### config.mk
export PLATFORM = sky130hd
export DESIGN_NAME = bridge_1xn_flat
export DESIGN_NICKNAME = d
export VERILOG_FILES = /design/src/rtl/bridge_1xn_if.sv /design/src/rtl/bridge_1xn.sv /design/src/flat_wrapper.sv
export SDC_FILE = /design/constraint.sdc
export NUM_CORES = 1
export LEC_CHECK = 0
export CAP_MARGIN = 20
export CORE_AREA = 4 4 237 239
export CTS_BUF_LIST = sky130_fd_sc_hd__clkbuf_2 sky130_fd_sc_hd__clkbuf_4 sky130_fd_sc_hd__clkbuf_8
export DETAILED_ROUTE_END_ITERATION = 10
export DIE_AREA = 0 0 241 243
export PLACE_DENSITY_LB_ADDON = 0.25
export REMOVE_ABC_BUFFERS = 1
export SYNTH_ARGS = -nofsm -noshare
export SYNTH_HDL_FRONTEND = slang
export SYNTH_SLANG_ARGS = --single-unit
export TNS_END_PERCENT = 1
### constraint.sdc
create_clock -name clk -period 1.55 [get_ports clk]
set_input_delay 0.3875 -clock clk [delete_from_list [all_inputs] [get_ports clk]]
set_output_delay 0.3875 -clock clk [all_outputs]
set_load 0.05 [all_outputs]
### src/rtl/bridge_1xn_if.sv
`default_nettype none
// ----------------------------------------------------------------------------
// bridge_1xn_if : CPU data port plus flattened per-slave fan-out bus.
// Rev 1.0
// ----------------------------------------------------------------------------
interface bridge_1xn_if #(
    parameter int NSLV = 2,
    parameter int AW   = 64,
    parameter int DW   = 64
) ();
    // Master (CPU) side
    logic                   m_req;
    logic [DW/8-1:0]        m_we;
    logic [AW-1:0]          m_addr;
    logic [DW-1:0]          m_wdata;
    logic                   m_ready;
    logic                   m_rvalid;
    logic [DW-1:0]          m_rdata;
    logic                   m_err;

    // Slave side, slave 0 in the LSBs of every flattened vector
    logic [NSLV-1:0]        s_req;
    logic [NSLV*DW/8-1:0]   s_we;
    logic [NSLV*AW-1:0]     s_addr;
    logic [NSLV*DW-1:0]     s_wdata;
    logic [NSLV-1:0]        s_ready;
    logic [NSLV-1:0]        s_rvalid;
    logic [NSLV*DW-1:0]     s_rdata;

    modport master (
        output m_req, m_we, m_addr, m_wdata,
        input  m_ready, m_rvalid, m_rdata, m_err
    );

    modport slave (
        input  s_req, s_we, s_addr, s_wdata,
        output s_ready, s_rvalid, s_rdata
    );

    modport bridge (
        input  m_req, m_we, m_addr, m_wdata,
        output m_ready, m_rvalid, m_rdata, m_err,
        output s_req, s_we, s_addr, s_wdata,
        input  s_ready, s_rvalid, s_rdata
    );
endinterface
`default_nettype wire

### src/rtl/bridge_1xn.sv
`default_nettype none
// ----------------------------------------------------------------------------
// bridge_1xn : one data master to NSLV slaves, base/mask decode, one outstanding
//              transaction. Optional macro BRIDGE_1XN_TIMEOUT_EN adds a watchdog.
// Rev 1.0
// ----------------------------------------------------------------------------
module bridge_1xn #(
    parameter int                 NSLV           = 2,
    parameter int                 AW             = 64,
    parameter int                 DW             = 64,
    parameter logic [NSLV*32-1:0] SLV_BASE       = {32'h0200_0000, 32'h0000_0000},
    parameter logic [NSLV*32-1:0] SLV_MASK       = {32'hFFFF_0000, 32'h0000_0000},
    parameter int                 TIMEOUT_CYCLES = 255
) (
    input  wire logic     clk,
    input  wire logic     resetn,
    bridge_1xn_if.bridge  bus
);

    localparam int BW = DW / 8;
    localparam int SW = (NSLV > 1) ? $clog2(NSLV) : 1;

    localparam logic [1:0] c_st_idle = 2'd0;
    localparam logic [1:0] c_st_busy = 2'd1;
    localparam logic [1:0] c_st_err  = 2'd2;

    logic [1:0]      r_state;
    logic [SW-1:0]   r_sel;

    logic [NSLV-1:0] w_hit_vec;
    logic            w_hit;
    logic [SW-1:0]   w_sel;
    logic            w_sel_ready;
    logic            w_rsp_valid;
    logic [DW-1:0]   w_rsp_data;
    logic            w_timeout;

    // Per-slave address match on the low 32 address bits
    for (genvar k = 0; k < NSLV; k++) begin : g_dec
        assign w_hit_vec[k] =
            (bus.m_addr[31:0] & SLV_MASK[k*32 +: 32]) == SLV_BASE[k*32 +: 32];
    end

    // Scanning downwards lets the lowest-index hit overwrite any higher one
    always_comb begin
        w_hit       = 1'b0;
        w_sel       = '0;
        w_sel_ready = 1'b0;
        for (int k = NSLV - 1; k >= 0; k--) begin
            if (w_hit_vec[k]) begin
                w_hit       = 1'b1;
                w_sel       = SW'(k);
                w_sel_ready = bus.s_ready[k];
            end
        end
    end

    always_comb begin
        w_rsp_valid = 1'b0;
        w_rsp_data  = '0;
        for (int k = 0; k < NSLV; k++) begin
            if (r_sel == SW'(k)) begin
                w_rsp_valid = bus.s_rvalid[k];
                w_rsp_data  = bus.s_rdata[k*DW +: DW];
            end
        end
    end

`ifdef BRIDGE_1XN_TIMEOUT_EN
    logic [15:0] r_cnt;

    // Fires in the BUSY cycle whose increment would make the count reach the limit
    assign w_timeout = (r_state == c_st_busy) &&
                       (({1'b0, r_cnt} + 17'd1) >= 17'(TIMEOUT_CYCLES));

    always_ff @(posedge clk or negedge resetn) begin
        if (!resetn) begin
            r_cnt <= '0;
        end else if (r_state != c_st_busy) begin
            r_cnt <= '0;
        end else if (!w_rsp_valid) begin
            r_cnt <= r_cnt + 16'd1;
        end
    end
`else
    logic w_unused_timeout;

    assign w_timeout        = 1'b0;
    assign w_unused_timeout = (TIMEOUT_CYCLES < 0);
`endif

    for (genvar k = 0; k < NSLV; k++) begin : g_bcast
        assign bus.s_addr[k*AW +: AW]  = resetn ? bus.m_addr  : '0;
        assign bus.s_wdata[k*DW +: DW] = resetn ? bus.m_wdata : '0;
    end

    // Master/slave handshake outputs are combinational in the current state
    always_comb begin
        bus.m_ready  = 1'b0;
        bus.m_rvalid = 1'b0;
        bus.m_err    = 1'b0;
        bus.m_rdata  = '0;
        bus.s_req    = '0;
        bus.s_we     = '0;
        if (resetn) begin
            case (r_state)
                c_st_idle: begin
                    if (w_hit) begin
                        bus.m_ready = bus.m_req && w_sel_ready;
                        for (int k = 0; k < NSLV; k++) begin
                            if (w_sel == SW'(k)) begin
                                bus.s_req[k]          = bus.m_req;
                                bus.s_we[k*BW +: BW]  = bus.m_we;
                            end
                        end
                    end else begin
                        bus.m_ready = bus.m_req;
                    end
                end
                c_st_busy: begin
                    if (w_rsp_valid) begin
                        bus.m_rvalid = 1'b1;
                        bus.m_rdata  = w_rsp_data;
                    end else if (w_timeout) begin
                        bus.m_rvalid = 1'b1;
                        bus.m_err    = 1'b1;
                    end
                end
                c_st_err: begin
                    bus.m_rvalid = 1'b1;
                    bus.m_err    = 1'b1;
                end
                default: begin
                    bus.m_ready = 1'b0;
                end
            endcase
        end
    end

    always_ff @(posedge clk or negedge resetn) begin
        if (!resetn) begin
            r_state <= c_st_idle;
            r_sel   <= '0;
        end else begin
            case (r_state)
                c_st_idle: begin
                    if (bus.m_req) begin
                        if (!w_hit) begin
                            r_state <= c_st_err;
                        end else if (w_sel_ready) begin
                            r_state <= c_st_busy;
                            r_sel   <= w_sel;
                        end
                    end
                end
                c_st_busy: begin
                    if (w_rsp_valid || w_timeout) begin
                        r_state <= c_st_idle;
                    end
                end
                c_st_err: begin
                    r_state <= c_st_idle;
                end
                default: begin
                    r_state <= c_st_idle;
                end
            endcase
        end
    end

endmodule
`default_nettype wire

### src/flat_wrapper.sv
// flat-port wrapper written by rule: the top's interface ports become plain ports
module bridge_1xn_flat 
#(
    parameter int                 NSLV           = 2,
    parameter int                 AW             = 64,
    parameter int                 DW             = 64,
    parameter logic [NSLV*32-1:0] SLV_BASE       = {32'h0200_0000, 32'h0000_0000},
    parameter logic [NSLV*32-1:0] SLV_MASK       = {32'hFFFF_0000, 32'h0000_0000},
    parameter int                 TIMEOUT_CYCLES = 255
)
  (clk, resetn, bus_m_req, bus_m_we, bus_m_addr, bus_m_wdata, bus_m_ready, bus_m_rvalid, bus_m_rdata, bus_m_err, bus_s_req, bus_s_we, bus_s_addr, bus_s_wdata, bus_s_ready, bus_s_rvalid, bus_s_rdata);
  bridge_1xn_if #(.NSLV(NSLV), .AW(AW), .DW(DW)) bus_i ();
  input  wire logic clk;
  input  wire logic resetn;
  input wire logic [$bits(bus_i.m_req)-1:0] bus_m_req;
  input wire logic [$bits(bus_i.m_we)-1:0] bus_m_we;
  input wire logic [$bits(bus_i.m_addr)-1:0] bus_m_addr;
  input wire logic [$bits(bus_i.m_wdata)-1:0] bus_m_wdata;
  output wire logic [$bits(bus_i.m_ready)-1:0] bus_m_ready;
  output wire logic [$bits(bus_i.m_rvalid)-1:0] bus_m_rvalid;
  output wire logic [$bits(bus_i.m_rdata)-1:0] bus_m_rdata;
  output wire logic [$bits(bus_i.m_err)-1:0] bus_m_err;
  output wire logic [$bits(bus_i.s_req)-1:0] bus_s_req;
  output wire logic [$bits(bus_i.s_we)-1:0] bus_s_we;
  output wire logic [$bits(bus_i.s_addr)-1:0] bus_s_addr;
  output wire logic [$bits(bus_i.s_wdata)-1:0] bus_s_wdata;
  input wire logic [$bits(bus_i.s_ready)-1:0] bus_s_ready;
  input wire logic [$bits(bus_i.s_rvalid)-1:0] bus_s_rvalid;
  input wire logic [$bits(bus_i.s_rdata)-1:0] bus_s_rdata;
  assign bus_i.m_req = bus_m_req;
  assign bus_i.m_we = bus_m_we;
  assign bus_i.m_addr = bus_m_addr;
  assign bus_i.m_wdata = bus_m_wdata;
  assign bus_m_ready = bus_i.m_ready;
  assign bus_m_rvalid = bus_i.m_rvalid;
  assign bus_m_rdata = bus_i.m_rdata;
  assign bus_m_err = bus_i.m_err;
  assign bus_s_req = bus_i.s_req;
  assign bus_s_we = bus_i.s_we;
  assign bus_s_addr = bus_i.s_addr;
  assign bus_s_wdata = bus_i.s_wdata;
  assign bus_i.s_ready = bus_s_ready;
  assign bus_i.s_rvalid = bus_s_rvalid;
  assign bus_i.s_rdata = bus_s_rdata;
  bridge_1xn #(.NSLV(NSLV), .AW(AW), .DW(DW), .SLV_BASE(SLV_BASE), .SLV_MASK(SLV_MASK), .TIMEOUT_CYCLES(TIMEOUT_CYCLES)) u_core (.clk(clk), .resetn(resetn), .bus(bus_i));
endmodule
Word level (Yosys, flattened, before mapping)
Cells that the tools add are included.
Widths: inputs -> output; s select.
{"block": "classes", "muxes": 20, "eq_ne": 5, "n_reduce_logical": 3}
{"operator": "$mux 64", "n": 5}
{"operator": "$mux 8", "n": 2}
{"operator": "$mux 1", "n": 8}
{"operator": "$mux 2", "n": 3}
{"operator": "$ne 2x2->1 const B", "n": 2}
{"operator": "$pmux 2 s2", "n": 1}
{"operator": "$reduce_and 3->1", "n": 1}
{"operator": "$eq 2x1->1 const B", "n": 1}
{"operator": "$eq 2x2->1 const B", "n": 1}
{"operator": "$logic_not 2->1", "n": 1}
{"operator": "$ne 2x1->1 const B", "n": 1}
{"operator": "$pmux 1 s2", "n": 1}
{"operator": "$logic_and 1x1->1", "n": 1}
{"block": "word_totals", "word_cells": 29, "input_bits": 271, "output_inout_bits": 341, "register_bits": 2}

Longest topological paths before layout
{"block": "logic_depth", "depth_word": 3, "mapped_depth": 4, "ltp_nobuf": 2}

Least setup slack after synthesis
Ideal clock, no wire load.
{"block": "synth_path", "kind": "input -> output", "start": "input resetn", "end": "output bus_s_addr[100]", "path_stages": 4, "arrival_ns": 1.500, "t_required_ns": 1.162, "path_slack_ns": -0.338, "n_path_buf": 3, "cell_sequence": "buf_2 > clkbuf_1 > and2_1 > buf_4"}
{"block": "synth_between", "elab_chain_len": 1}
{"element": "start: declaration", "line_no": "flat_wrapper.sv:14", "text": "input wire logic resetn;"}
{"element": "$mux 64"}
{"element": "end: declaration", "line_no": "flat_wrapper.sv:25", "text": "output wire logic [$bits(bus_i.s_addr)-1:0] bus_s_addr;"}
Every way passes these cells.

Worst setup path after layout
{"block": "layout_path", "start": "input resetn", "end": "output bus_s_wdata[3]"}
{"block": "layout_between", "elab_chain_len": 1}
{"element": "$mux 64", "line_no": "bridge_1xn.sv:94", "text": "assign bus.s_wdata[k*DW +: DW] = resetn ? bus.m_wdata : '0;"}
{"element": "end: declaration", "line_no": "flat_wrapper.sv:26", "text": "output wire logic [$bits(bus_i.s_wdata)-1:0] bus_s_wdata;"}
Every way passes these cells.

==> results.json <==
{
  "peakVddDrop_mv": 0.1638,
  "arrival_ps": 1320,
  "rsz0062_at_grt": "yes",
  "drv_cap": 0,
  "dpl_cell_area_um2": 11330,
  "io_pins": 612,
  "viasPerCell": 2.622,
  "nFillCells": 5749,
  "leakage_nw": 5.060,
  "syn_area_um2": 2479,
  "drt_iter0_drc": 43,
  "p_sw_mw": 2.384,
  "grtUsageMet2": 0.1513,
  "min_period_over_period": 1.103,
  "dpl.hpwl_mm": 27.28,
  "powerDensity_nw_per_um2": 398.3,
  "antenna_found_initial": 3,
  "required_ps": 1160,
  "internal_power_mw": 2.420,
  "busiest_layer": "met2",
  "fin_ws_ps": -159.9,
  "syn_area_per_cell_um2": 6.754,
  "track_usage": 0.09320,
  "clock.fmax_mhz": 584.8,
  "hold_path.class": "in2async",
  "ys_async_sr_fraction": 1.000,
  "grt_util_met3": 0.08366,
  "drv_slew": 0,
  "core-area_um2": 53810,
  "crit_type": "in2out",
  "synth_cells": 367,
  "ys_warn_count": 0,
  "synth.largest_area_cell": "and2_1",
  "end_kind": "output pin",
  "setup.worst_path.start": "resetn",
  "finalNonFillerCells": 1505,
  "top_regs": "u_core.r_state (1)",
  "use_met1": 0.09658,
  "p_clk_frac": 0,
  "final_cell_area_um2": 12060,
  "drcViolationCount": 0,
  "drt_first_pass_iters": 3,
  "die_width_um": 241,
  "place_congestion": 0.7420,
  "wl_per_cell_um": 19.83,
  "syn_to_final_growth_pct": 386.6,
  "dieArea_um2": 58560,
  "ys_seq_elements": 1,
  "largest_reg_flops": 1,
  "ys_seq_area_frac": 0.01010,
  "p_seq_frac": 0.007,
  "clk_latency_ps": 0,
  "finalSetupTns_ps": -17440,
  "cp_slowest_cell": "buf_16",
  "grt_pass1_wl_mm": 38.14,
  "overflow": 0,
  "setup_viol": 255,
  "slowest_delay_ps": 170,
  "die_height_um": 243,
  "cp-start-kind": "input pin",
  "grt_max_degree": 34,
  "grt_pass1_vias": 4557,
  "drt-total-wl_mm": 29.84,
  "rr_startpoint": "u_core.r_state[0]",
  "rows": 85,
  "crit_chain": "buf_12, buf_16, buf_16, and2_1, buf_4, buf_12",
  "failed_checks": "negative setup slack",
  "regArea_um2": 25.02,
  "numPortBuffers": 535,
  "synth_commonest_cells": "and2_1, buf_4, clkbuf_1",
  "final.min_clock_period_ps": 1710,
  "largest-register": "u_core.r_state",
  "cp_max_fo": 33,
  "synth_top_area_frac": 0.5073,
  "skew_ps": 0,
  "drtAntennaViolNets": 0,
  "synth_area_leaders": "and2_1, buf_4, buf_6, clkbuf_1, dfrtp_1",
  "synth_edf_count": 0,
  "multi_input_area_um2": 1807,
  "fin_nets": 1082,
  "drive_above_1_share": 0.7268,
  "path_clk_slew_ps": 0,
  "synthDistinctLibCells": 11,
  "placed_cells": 1495,
  "vias": 3946,
  "status": "finished with violations",
  "initial_core_util": 0.04606,
  "pwr-share-comb": 0.993,
  "antennaDiodeCount": 0,
  "switching_share": 0.4962,
  "hold_viol_final": 0,
  "yosysMostFrequentCell": "and2_1",
  "synth-main-ff-cell": "dfrtp_1"
}
-- cell type report --
cell class / count / share of cell area
Tap cell: 696 / 0.07221
Timing Repair Buffer: 592 / 0.7759
Sequential cell: 1 / 0.002075
Multi-Input combinational cell: 216 / 0.1498
-- cell families (layout without fill, tap and decap cells) --
family | after synthesis | count (layout) | synth area share
other | 1 | 10 | 0.001513
and+or+nand+nor | 205 | 205 | 0.5164
muxes | 1 | 1 | 0.004039
DFF | 1 | 1 | 0.01009
buffers and inverters | 159 | 592 | 0.4679
-- power groups by stage --
stage | clock network (mW) | registers (mW) | logic (mW)
after floorplan | 0 | 0.0311 | 1.74
after global placement | 0 | 0.0308 | 4.55
after detailed placement | 0 | 0.0311 | 4.54
after CTS | 0 | 0.0311 | 4.79
after global routing | 0 | 0.0315 | 4.97
final | 0 | 0.0313 | 4.77
-- critical path: cells and delay by family --
kind / cells / cell delay (ps)
buf+inv: 5 / 720
simple gates: 1 / 170
-- what timing repair did --
item,in CTS,in global routing
setup buffers,6,4
hold buffers,0,0
gates cloned,3,2
pin swaps,41,49
gates resized for setup,289,68
setup endpoints to repair,331,327
-- stage by stage --
stage / worst slack (ps) / utilization / hold WS [ps] / power [mW]
after global routing: -201.6 / 0.2241 / 430.0 / 5.004
after CTS: -305.1 / 0.2208 / 295.2 / 4.818
after detailed placement: -544.7 / 0.2105 / 379.9 / 4.573
after floorplan: -902.8 / - / 91.91 / 1.773
after global placement: -527.9 / 0.2105 / 377.8 / 4.580
final: -159.9 / 0.2241 / 401.3 / 4.804
-- cell usage in the layout, fill, tap and decap left out, drive strengths merged --
cell type / count
nand2: 1
and2: 201
buf: 388
conb: 10
dfrtp: 1
clkdlybuf4s50: 176
dlymetal6s2s: 6
clkbuf: 2
and3: 2
nor2b: 1
dlygate4sd2: 20
mux2i: 1
-- per-layer routing --
metal / vias to the layer above / wire, um
met1: 1794 / 10270
li1: 1834 / -
met4: 0 / 0
met2: 318 / 13370
met5: - / 0
met3: 0 / 6198
-- path summary, 6_finish.rpt --
path	end	slack, ps	depth (start not counted)
min in group clk	u_core.r_state[0]	590	2
max	bus_s_wdata[3]	-160	6
max reg2reg	u_core.r_state[0]	800	2
min reg2reg	u_core.r_state[0]	590	2
max in group asynchronous	u_core.r_state[0]	1070	3
min	u_core.r_state[0]	400	3
Note: power is estimated with default switching activity, not from simulation.
